===== config.mk =====
export PLATFORM = sky130hd
export DESIGN_NAME = adder_operand_sequencer
export DESIGN_NICKNAME = d
export VERILOG_FILES = /design/src/rtl/adder_operand_sequencer.sv
export SDC_FILE = /design/constraint.sdc
export NUM_CORES = 1
export LEC_CHECK = 0
export BUFFER_PORTS_ARGS = -buffer_cell sky130_fd_sc_hd__clkbuf_2
export CORE_MARGIN = 2
export CORE_UTILIZATION = 50
export CTS_BUF_LIST = sky130_fd_sc_hd__clkbuf_4 sky130_fd_sc_hd__clkbuf_8 sky130_fd_sc_hd__clkbuf_16
export CTS_CLUSTER_SIZE = 40
export DETAILED_ROUTE_END_ITERATION = 16
export PLACE_DENSITY = 0.74
export SETUP_SLACK_MARGIN = 0.5
export SLEW_MARGIN = 10
export SYNTH_ARGS = -nofsm -noshare
export SYNTH_HDL_FRONTEND = slang
export SYNTH_SLANG_ARGS = --single-unit

===== constraint.sdc =====
create_clock -name CLK -period 2.02 [get_ports CLK]
set_input_delay 0.404 -clock CLK [delete_from_list [all_inputs] [get_ports CLK]]
set_output_delay 0.404 -clock CLK [all_outputs]
set_load 0.02 [all_outputs]

===== src/rtl/adder_operand_sequencer.sv =====
// Operand sequencer wrapped around an external 4-bit ripple-carry adder: collects A/B nibbles,
// waits EVAL_CYCLES, captures {COUT,SUM}. Optional macro CARRY_CHAIN_EN feeds the last carry-out back as CIN.
module adder_operand_sequencer #(
    parameter int EVAL_CYCLES = 1
) (
    input  logic       CLK,
    input  logic       RST,
    input  logic [3:0] DIN,
    input  logic       DIN_CIN,
    input  logic       DIN_VALID,
    output logic       DIN_READY,
    output logic [3:0] A,
    output logic [3:0] B,
    output logic       CIN,
    input  logic [3:0] SUM_IN,
    input  logic       COUT_IN,
    output logic [4:0] RESULT,
    output logic       RESULT_VALID,
    input  logic       RESULT_READY,
    output logic [7:0] OP_COUNT
);
    typedef enum logic [1:0] {
        S_LOAD_A = 2'd0,
        S_LOAD_B = 2'd1,
        S_EVAL   = 2'd2,
        S_HOLD   = 2'd3
    } state_t;

    localparam logic [3:0] EVAL_LOAD = 4'(EVAL_CYCLES - 1);

    state_t     r_state;
    state_t     w_next_state;
    logic       r_din_ready;
    logic [3:0] r_a;
    logic [3:0] r_b;
    logic       r_cin;
    logic [3:0] r_eval_cnt;
    logic [4:0] r_result;
    logic       r_result_valid;
    logic [7:0] r_op_count;
    logic       w_din_hs;
    logic       w_res_hs;
    logic       w_eval_done;
    logic       w_cin_src;

    // Handshakes qualify on registered ready/valid so neither output depends on its partner input.
    always_comb begin
        w_next_state = r_state;
        w_din_hs     = DIN_VALID & r_din_ready;
        w_res_hs     = RESULT_READY & r_result_valid;
        w_eval_done  = (r_state == S_EVAL) && (r_eval_cnt == 4'd0);
        case (r_state)
            S_LOAD_A: begin
                if (w_din_hs) w_next_state = S_LOAD_B;
                else          w_next_state = S_LOAD_A;
            end
            S_LOAD_B: begin
                if (w_din_hs) w_next_state = S_EVAL;
                else          w_next_state = S_LOAD_B;
            end
            S_EVAL: begin
                if (w_eval_done) w_next_state = S_HOLD;
                else             w_next_state = S_EVAL;
            end
            S_HOLD: begin
                if (w_res_hs) w_next_state = S_LOAD_A;
                else          w_next_state = S_HOLD;
            end
            default: w_next_state = S_LOAD_A;
        endcase
    end

    // FSM state register.
    always_ff @(posedge CLK or posedge RST) begin
        if (RST) r_state <= S_LOAD_A;
        else     r_state <= w_next_state;
    end

`ifdef CARRY_CHAIN_EN
    logic r_chain;

    // Carry chain bit: last consumed carry-out becomes the next operation's carry-in.
    always_ff @(posedge CLK or posedge RST) begin
        if (RST)                                r_chain <= 1'b0;
        else if (r_state == S_HOLD && w_res_hs) r_chain <= r_result[4];
        else                                    r_chain <= r_chain;
    end

    assign w_cin_src = r_chain;
`else
    assign w_cin_src = DIN_CIN;
`endif

    // Operand capture, settle counter, result capture and completion counter.
    always_ff @(posedge CLK or posedge RST) begin
        if (RST) begin
            r_din_ready    <= 1'b0;
            r_a            <= 4'd0;
            r_b            <= 4'd0;
            r_cin          <= 1'b0;
            r_eval_cnt     <= 4'd0;
            r_result       <= 5'd0;
            r_result_valid <= 1'b0;
            r_op_count     <= 8'd0;
        end else begin
            r_din_ready <= (w_next_state == S_LOAD_A) || (w_next_state == S_LOAD_B);
            if (r_state == S_LOAD_A && w_din_hs) r_a <= DIN;
            if (r_state == S_LOAD_B && w_din_hs) begin
                r_b        <= DIN;
                r_cin      <= w_cin_src;
                r_eval_cnt <= EVAL_LOAD;
            end else if (r_state == S_EVAL && r_eval_cnt != 4'd0) begin
                r_eval_cnt <= r_eval_cnt - 4'd1;
            end
            if (w_eval_done) begin
                r_result       <= {COUT_IN, SUM_IN};
                r_result_valid <= 1'b1;
            end else if (r_state == S_HOLD && w_res_hs) begin
                r_result_valid <= 1'b0;
                r_op_count     <= r_op_count + 8'd1;
            end
        end
    end

    assign DIN_READY    = r_din_ready;
    assign A            = r_a;
    assign B            = r_b;
    assign CIN          = r_cin;
    assign RESULT       = r_result;
    assign RESULT_VALID = r_result_valid;
    assign OP_COUNT     = r_op_count;
endmodule


**Word level (Yosys, flattened, before mapping)**

Index checks and enable logic that the tools add are counted.

- Register bits after elaboration: 30
- Bits of input ports: 14
- Output and inout port bits: 24
- Logic and storage cells: 40

- Add/subtract/negate cells: 2
- Eq/ne operators: 4
- Multiplexer cells: 9
- Bitwise logic cells: 3
- Reduce and logical (&&, ||, !) cells: 13

Operators by type and width:

| operator | count |
|---|---|
| 8-bit by 1-bit adder with 8-bit output (second input constant) | 1 |
| 4-bit 2-to-1 mux | 2 |
| 2-bit one-hot mux with 4 select lines | 1 |
| 1-bit logical AND | 5 |
| 2-bit by 1-bit == test with 1-bit output (second input constant) | 2 |
| 2-bit == test (second input constant) | 2 |
| 2-bit logical NOT | 2 |
| 4-bit logical NOT | 1 |
| 1-bit 2-to-1 mux | 4 |
| 2-bit 2-to-1 mux | 2 |
| 2-bit nonzero test | 2 |
| 4-bit nonzero test | 1 |
| 4-bit by 1-bit subtractor with 4-bit output (second input constant) | 1 |
| 1-bit bitwise AND | 2 |
| 2-bit AND reduction | 1 |
| 1-bit logical OR | 1 |
| 1-bit inverter | 1 |

**Depth between registers and ports, before layout**

- Depth after elaboration: 6
- Depth in mapped cells: 5
- Mapped depth without buffers: 5

**Worst setup path before layout**

OpenSTA, ideal clock, no wires.

- Path type: register to register
- From: register r_eval_cnt[0]
- To: register r_eval_cnt[2]
- Setup time: 0.073 ns
- Arrival time: 1.342 ns
- Data required time: 1.947 ns
- Path slack: 0.605 ns
- Cell stages (with the launch flop): 6
- Buffers on the path: 0
- Period minus slack after synthesis: 1.415 ns
- Cell sequence: dfrtp_1 -> inv_1 -> ha_1 -> inv_1 -> or4_4 -> a21oi_2

- Cells in the longest elaborated chain, start to end: 3
- Elaborated cells between the ends (all ways): 6
- Classes of those cells: add/sub (1); mux (2); reduce/logical (3)

Ends and longest elaborated chain:

| element | line | text |
|---|---|---|
| start: declaration | 37 | `logic [3:0] r_eval_cnt;` |
| start signal: assignment | 113 | `r_eval_cnt <= r_eval_cnt - 4'd1;` |
| 4-bit by 1-bit subtractor with 4-bit output / 4-bit nonzero test (equally long branches) | 113, 112 |  |
| 4-bit 2-to-1 mux / 1-bit logical AND (equally long branches) | 112 | `end else if (r_state == S_EVAL && r_eval_cnt != 4'd0) begin` |
| 4-bit 2-to-1 mux / 2-bit nonzero test (equally long branches) | - |  |

Parallel ways exist; a longest one is shown, timed or not. The select of a mux whose other input is x is not followed.
A chain may end at the register's enable or synchronous reset.

**Worst setup path after layout**

Same ends and word-level chain as after synthesis.

==> results.txt <==
The tools report the antenna diode count as 0. The tools report the total half-perimeter wirelength after legalization and detailed placement as 2.02 mm. By instance count, the leading cell after synthesis is sky130_fd_sc_hd__dfrtp_1. For this block, the via count after detailed routing is 961. TritonCTS built the clock tree. 38 I/O pins were placed.

The die height was 56.2 um; the number of buffers on the longest clock path was 2. The clock insertion delay at the later pin of the skew report is 0.33 ns, and the number of DRC markers after the initial detailed-route iteration is 10. The logs give 31 for the pin count of the biggest net entering global routing and 121 for the net count after synthesis.

The tools report the library cell used as clock root buffer as sky130_fd_sc_hd__clkbuf_4. In the synthesized netlist the async set-or-reset flop fraction comes to 100%. The areal power density over the cells is 1620 nW/um2. The logs give 4.31 mm for the wire length of the first global-routing pass and 1.75 ns for the worst endpoint data arrival time. Number of design rule violations left after detail routing: 0. The tree built by TritonCTS fans out to 30 sinks. Of the synthesized area, sequential elements account for 55.1%. The logs give 0 for the buffers inserted during post-CTS setup optimization and 0 for the overflow left after global routing.

CTS built an H-tree with a depth of 2. The min-delay analysis places its worst path in the category primary input to asynchronous set/reset pin. The critical path is of the register to register type.

The starting density of the core came out at 54.0%. Across all register-to-register paths, the minimum setup slack is 0.53 ns. The tools report the startpoint type of the worst setup path as a register. The synthesized area per cell is 13.0 um2, and the number of pins with negative max-slew slack in the final report is 0. In the final layout, the share of cells above drive strength 1 is 47.0%. For this run, the number of Yosys warnings is 0. The final hold slack came out at 0.107 ns. The most used flip-flop cell after synthesis is sky130_fd_sc_hd__dfrtp_1. The run gives 0 as the count of final setup violators.

The analysis attributes to cell leakage a power of 0.843 nW. Row generation in the floorplan step produced 18 rows. The commonest cells after synthesis are sky130_fd_sc_hd__dfrtp_1, sky130_fd_sc_hd__nand2_1, sky130_fd_sc_hd__mux2_2, sky130_fd_sc_hd__inv_1, sky130_fd_sc_hd__xor2_1. Cell type contributing the most total cell area after synthesis: sky130_fd_sc_hd__dfrtp_1. The tightest slew margin relative to the limit was 72.2%; the minimum setup slack in the final design was 0.533 ns. After filler insertion, the fill cell instance count of the layout stands at 194. The ratio of final minimum period to clock period was 73.6%; the highest net fanout along the worst path was 4. Yosys attributes the largest share of cell area to sky130_fd_sc_hd__dfrtp_1, sky130_fd_sc_hd__mux2_2, sky130_fd_sc_hd__mux2_4, sky130_fd_sc_hd__xor2_1, sky130_fd_sc_hd__mux2_1. In the final routed layout, each cell accounts on average for 14.9 um. TritonCTS created 5 clock buffers.

Among the stages of the critical path, the cell type that occurs most often is sky130_fd_sc_hd__inv_1. VDD sags by at most 0.933 mV. Buffers inserted to repair hold after CTS numbered 0.

The post-layout minimum cycle time came out at 1.49 ns. Setup repair after global routing left no endpoint under its margin. The cell count after synthesis came out at 105. The category of the worst setup path capture point was a register. The logs give 17.7% for the total global-route track usage and 0 for the number of endpoints with negative hold slack in the final report. The endpoint identified for the worst register-to-register timing path is r_eval_cnt[2]. Among all stages on the critical path, the largest delay is contributed by sky130_fd_sc_hd__or4_4. The routability-driven placement congestion ratio came out at 0.811. The floorplan step defined a die boundary enclosing 3160 um2. After synthesis the netlist holds a flip-flop and latch count of 30. The post-detailed-route count of antenna-violating nets was 0. The tools report the detailed-router iteration count before antenna repair as 4. The largest stage delay on the critical path is 0.51 ns, and the number of global-route vias before repair is 1,048. The netlist uses 30 different library cells. Clock-pin slew was measured on the worst setup and hold paths at 0.09 ns. The horizontal extent of the die was 56.2 um. In this run the biggest area consumer among cell types represents 55.1% of the synthesized area. The worst path required time was 2.28 ns. The flow ran to the end, and the final reports show no timing, DRC or antenna violations. The aggregate negative setup slack was 0 ns; the actual transition at the worst max-transition pin was 0.415 ns. Prior to clock tree synthesis, the placed netlist has a worst setup slack of 0.431 ns.

The post-layout net count came out at 164. The run gives 0 as the number of antenna violations at the first check in global routing. The worst register-to-register path begins at r_eval_cnt[0]. Yosys mapped a number of flops with a built-in enable equal to 0.

The critical path goes through inv_1 > ha_4 > inv_1 > or4_4 > a21oi_2. The overall routed net length is 2.66 mm. Count of maximum capacitance violations: 0. The signed area change from the synthesized netlist to the final layout is 22.1%.

Across the routed clock network, the largest skew measured is 0.00485 ns. Dividing the detail-routed via count by the number of cells gives 5.37. The number of cells on the worst reg-to-reg path is 5.

The core outline area was 2520 um2; the area of the mapped netlist was 1360 um2. Fmax: 672 MHz. The number of buffers inserted by port buffering is 37.
==> timing repair <==
action | CTS | global route
pin swaps | 0 | 1
endpoints found under the setup margin | 4 | 10
gates resized for setup | 3 | 3
==> cells in the final DEF (no fill, tap or decap), types with 2 or more instances in the layout <==
cell type / netlist / layout
sky130_fd_sc_hd__mux2_1: 3 / 3
sky130_fd_sc_hd__clkbuf_2: 0 / 37
sky130_fd_sc_hd__xor2_1: 6 / 6
sky130_fd_sc_hd__nor2_1: 4 / 4
sky130_fd_sc_hd__nand2_1: 8 / 8
sky130_fd_sc_hd__nand3_1: 4 / 4
sky130_fd_sc_hd__inv_1: 6 / 6
sky130_fd_sc_hd__a21oi_1: 4 / 4
sky130_fd_sc_hd__xnor2_1: 2 / 2
sky130_fd_sc_hd__mux2_4: 5 / 5
sky130_fd_sc_hd__nor3b_2: 0 / 2
sky130_fd_sc_hd__or3_1: 2 / 2
sky130_fd_sc_hd__dfrtp_1: 30 / 28
sky130_fd_sc_hd__nor4_1: 2 / 2
sky130_fd_sc_hd__dfrtp_2: 0 / 2
sky130_fd_sc_hd__nand4_1: 2 / 2
sky130_fd_sc_hd__mux2_2: 7 / 7
sky130_fd_sc_hd__o21ai_0: 3 / 3
sky130_fd_sc_hd__clkbuf_4: 0 / 6
==> layer usage <==
metal	routed length, um	vias to the layer above	global-route usage [%]
met5	0	-	0
met4	44	0	10.2
met3	104	7	5.58
met2	1430	22	30.9
met1	1080	476	18.6
li1	-	456	-
==> cell type report <==
type | instances | area, um2 | area share (%)
multi-input combinational | 67 | 592 | 35.6
sequential | 30 | 753 | 45.3
clock inverter | 1 | 5.00 | 0.301
tap | 30 | 37.5 | 2.26
timing repair buffer | 38 | 193 | 11.6
inverter | 6 | 22.5 | 1.36
clock buffer | 7 | 58.8 | 3.54
==> stage by stage <==
step | instances | utilization (%) | instance area (um2) | power [mW]
after floorplan | 105 | - | 1360 | 1.94
after global placement | 171 | 62.4 | 1570 | 2.21
after detailed placement | 171 | 62.4 | 1570 | 2.28
after CTS | 179 | 65.2 | 1650 | 2.68
after global routing | 179 | 65.9 | 1660 | 2.85
final | 179 | 65.9 | 1660 | 2.70
==> worst max path at each step <==
| stage | endpoint | start |
|---|---|---|
| after global routing | r_eval_cnt[2] | r_eval_cnt[0] |
| after floorplan | r_eval_cnt[2] | r_eval_cnt[0] |
| after CTS | r_eval_cnt[2] | r_eval_cnt[0] |
| after global placement | r_eval_cnt[2] | r_eval_cnt[0] |
| after detailed placement | r_eval_cnt[2] | r_eval_cnt[1] |
| final | r_eval_cnt[2] | r_eval_cnt[0] |
==> worst max-delay path, delay by kind of cell (launching register included) <==
family | cells | cell delay, ns
simple gates | 1 | 0.51
flops | 1 | 0.42
buf+inv | 2 | 0.19
fa+ha+maj | 1 | 0.18
compound gates | 1 | 0.12
==> kinds of logic after synthesis <==
kind of cell    count (synthesis)  share of synthesized area (%)
compound gates                 10                           4.41
xor+xnor                        8                           5.15
fa+ha+maj                       2                           1.84
buf+inv                         8                           3.03
flops                          30                           55.1
mux                            15                           13.8
simple gates                   32                           16.6
==> flip-flops by register name, summed over array words and instances, names as in the netlist <==
signal	cells
B	4
RESULT	5
A	4
RESULT_VALID	1
CIN	1
r_eval_cnt	4
r_state	2
DIN_READY	1
OP_COUNT	8
==> report_power, final <==
group	switching, mW	leakage [nW]	internal (mW)
sequential	0.273	0.363	0.861
combinational	0.636	0.442	0.540
clock	0.204	0.0387	0.182
total	1.11	0.843	1.58
No activity file was read; power rests on OpenSTA's default activity.
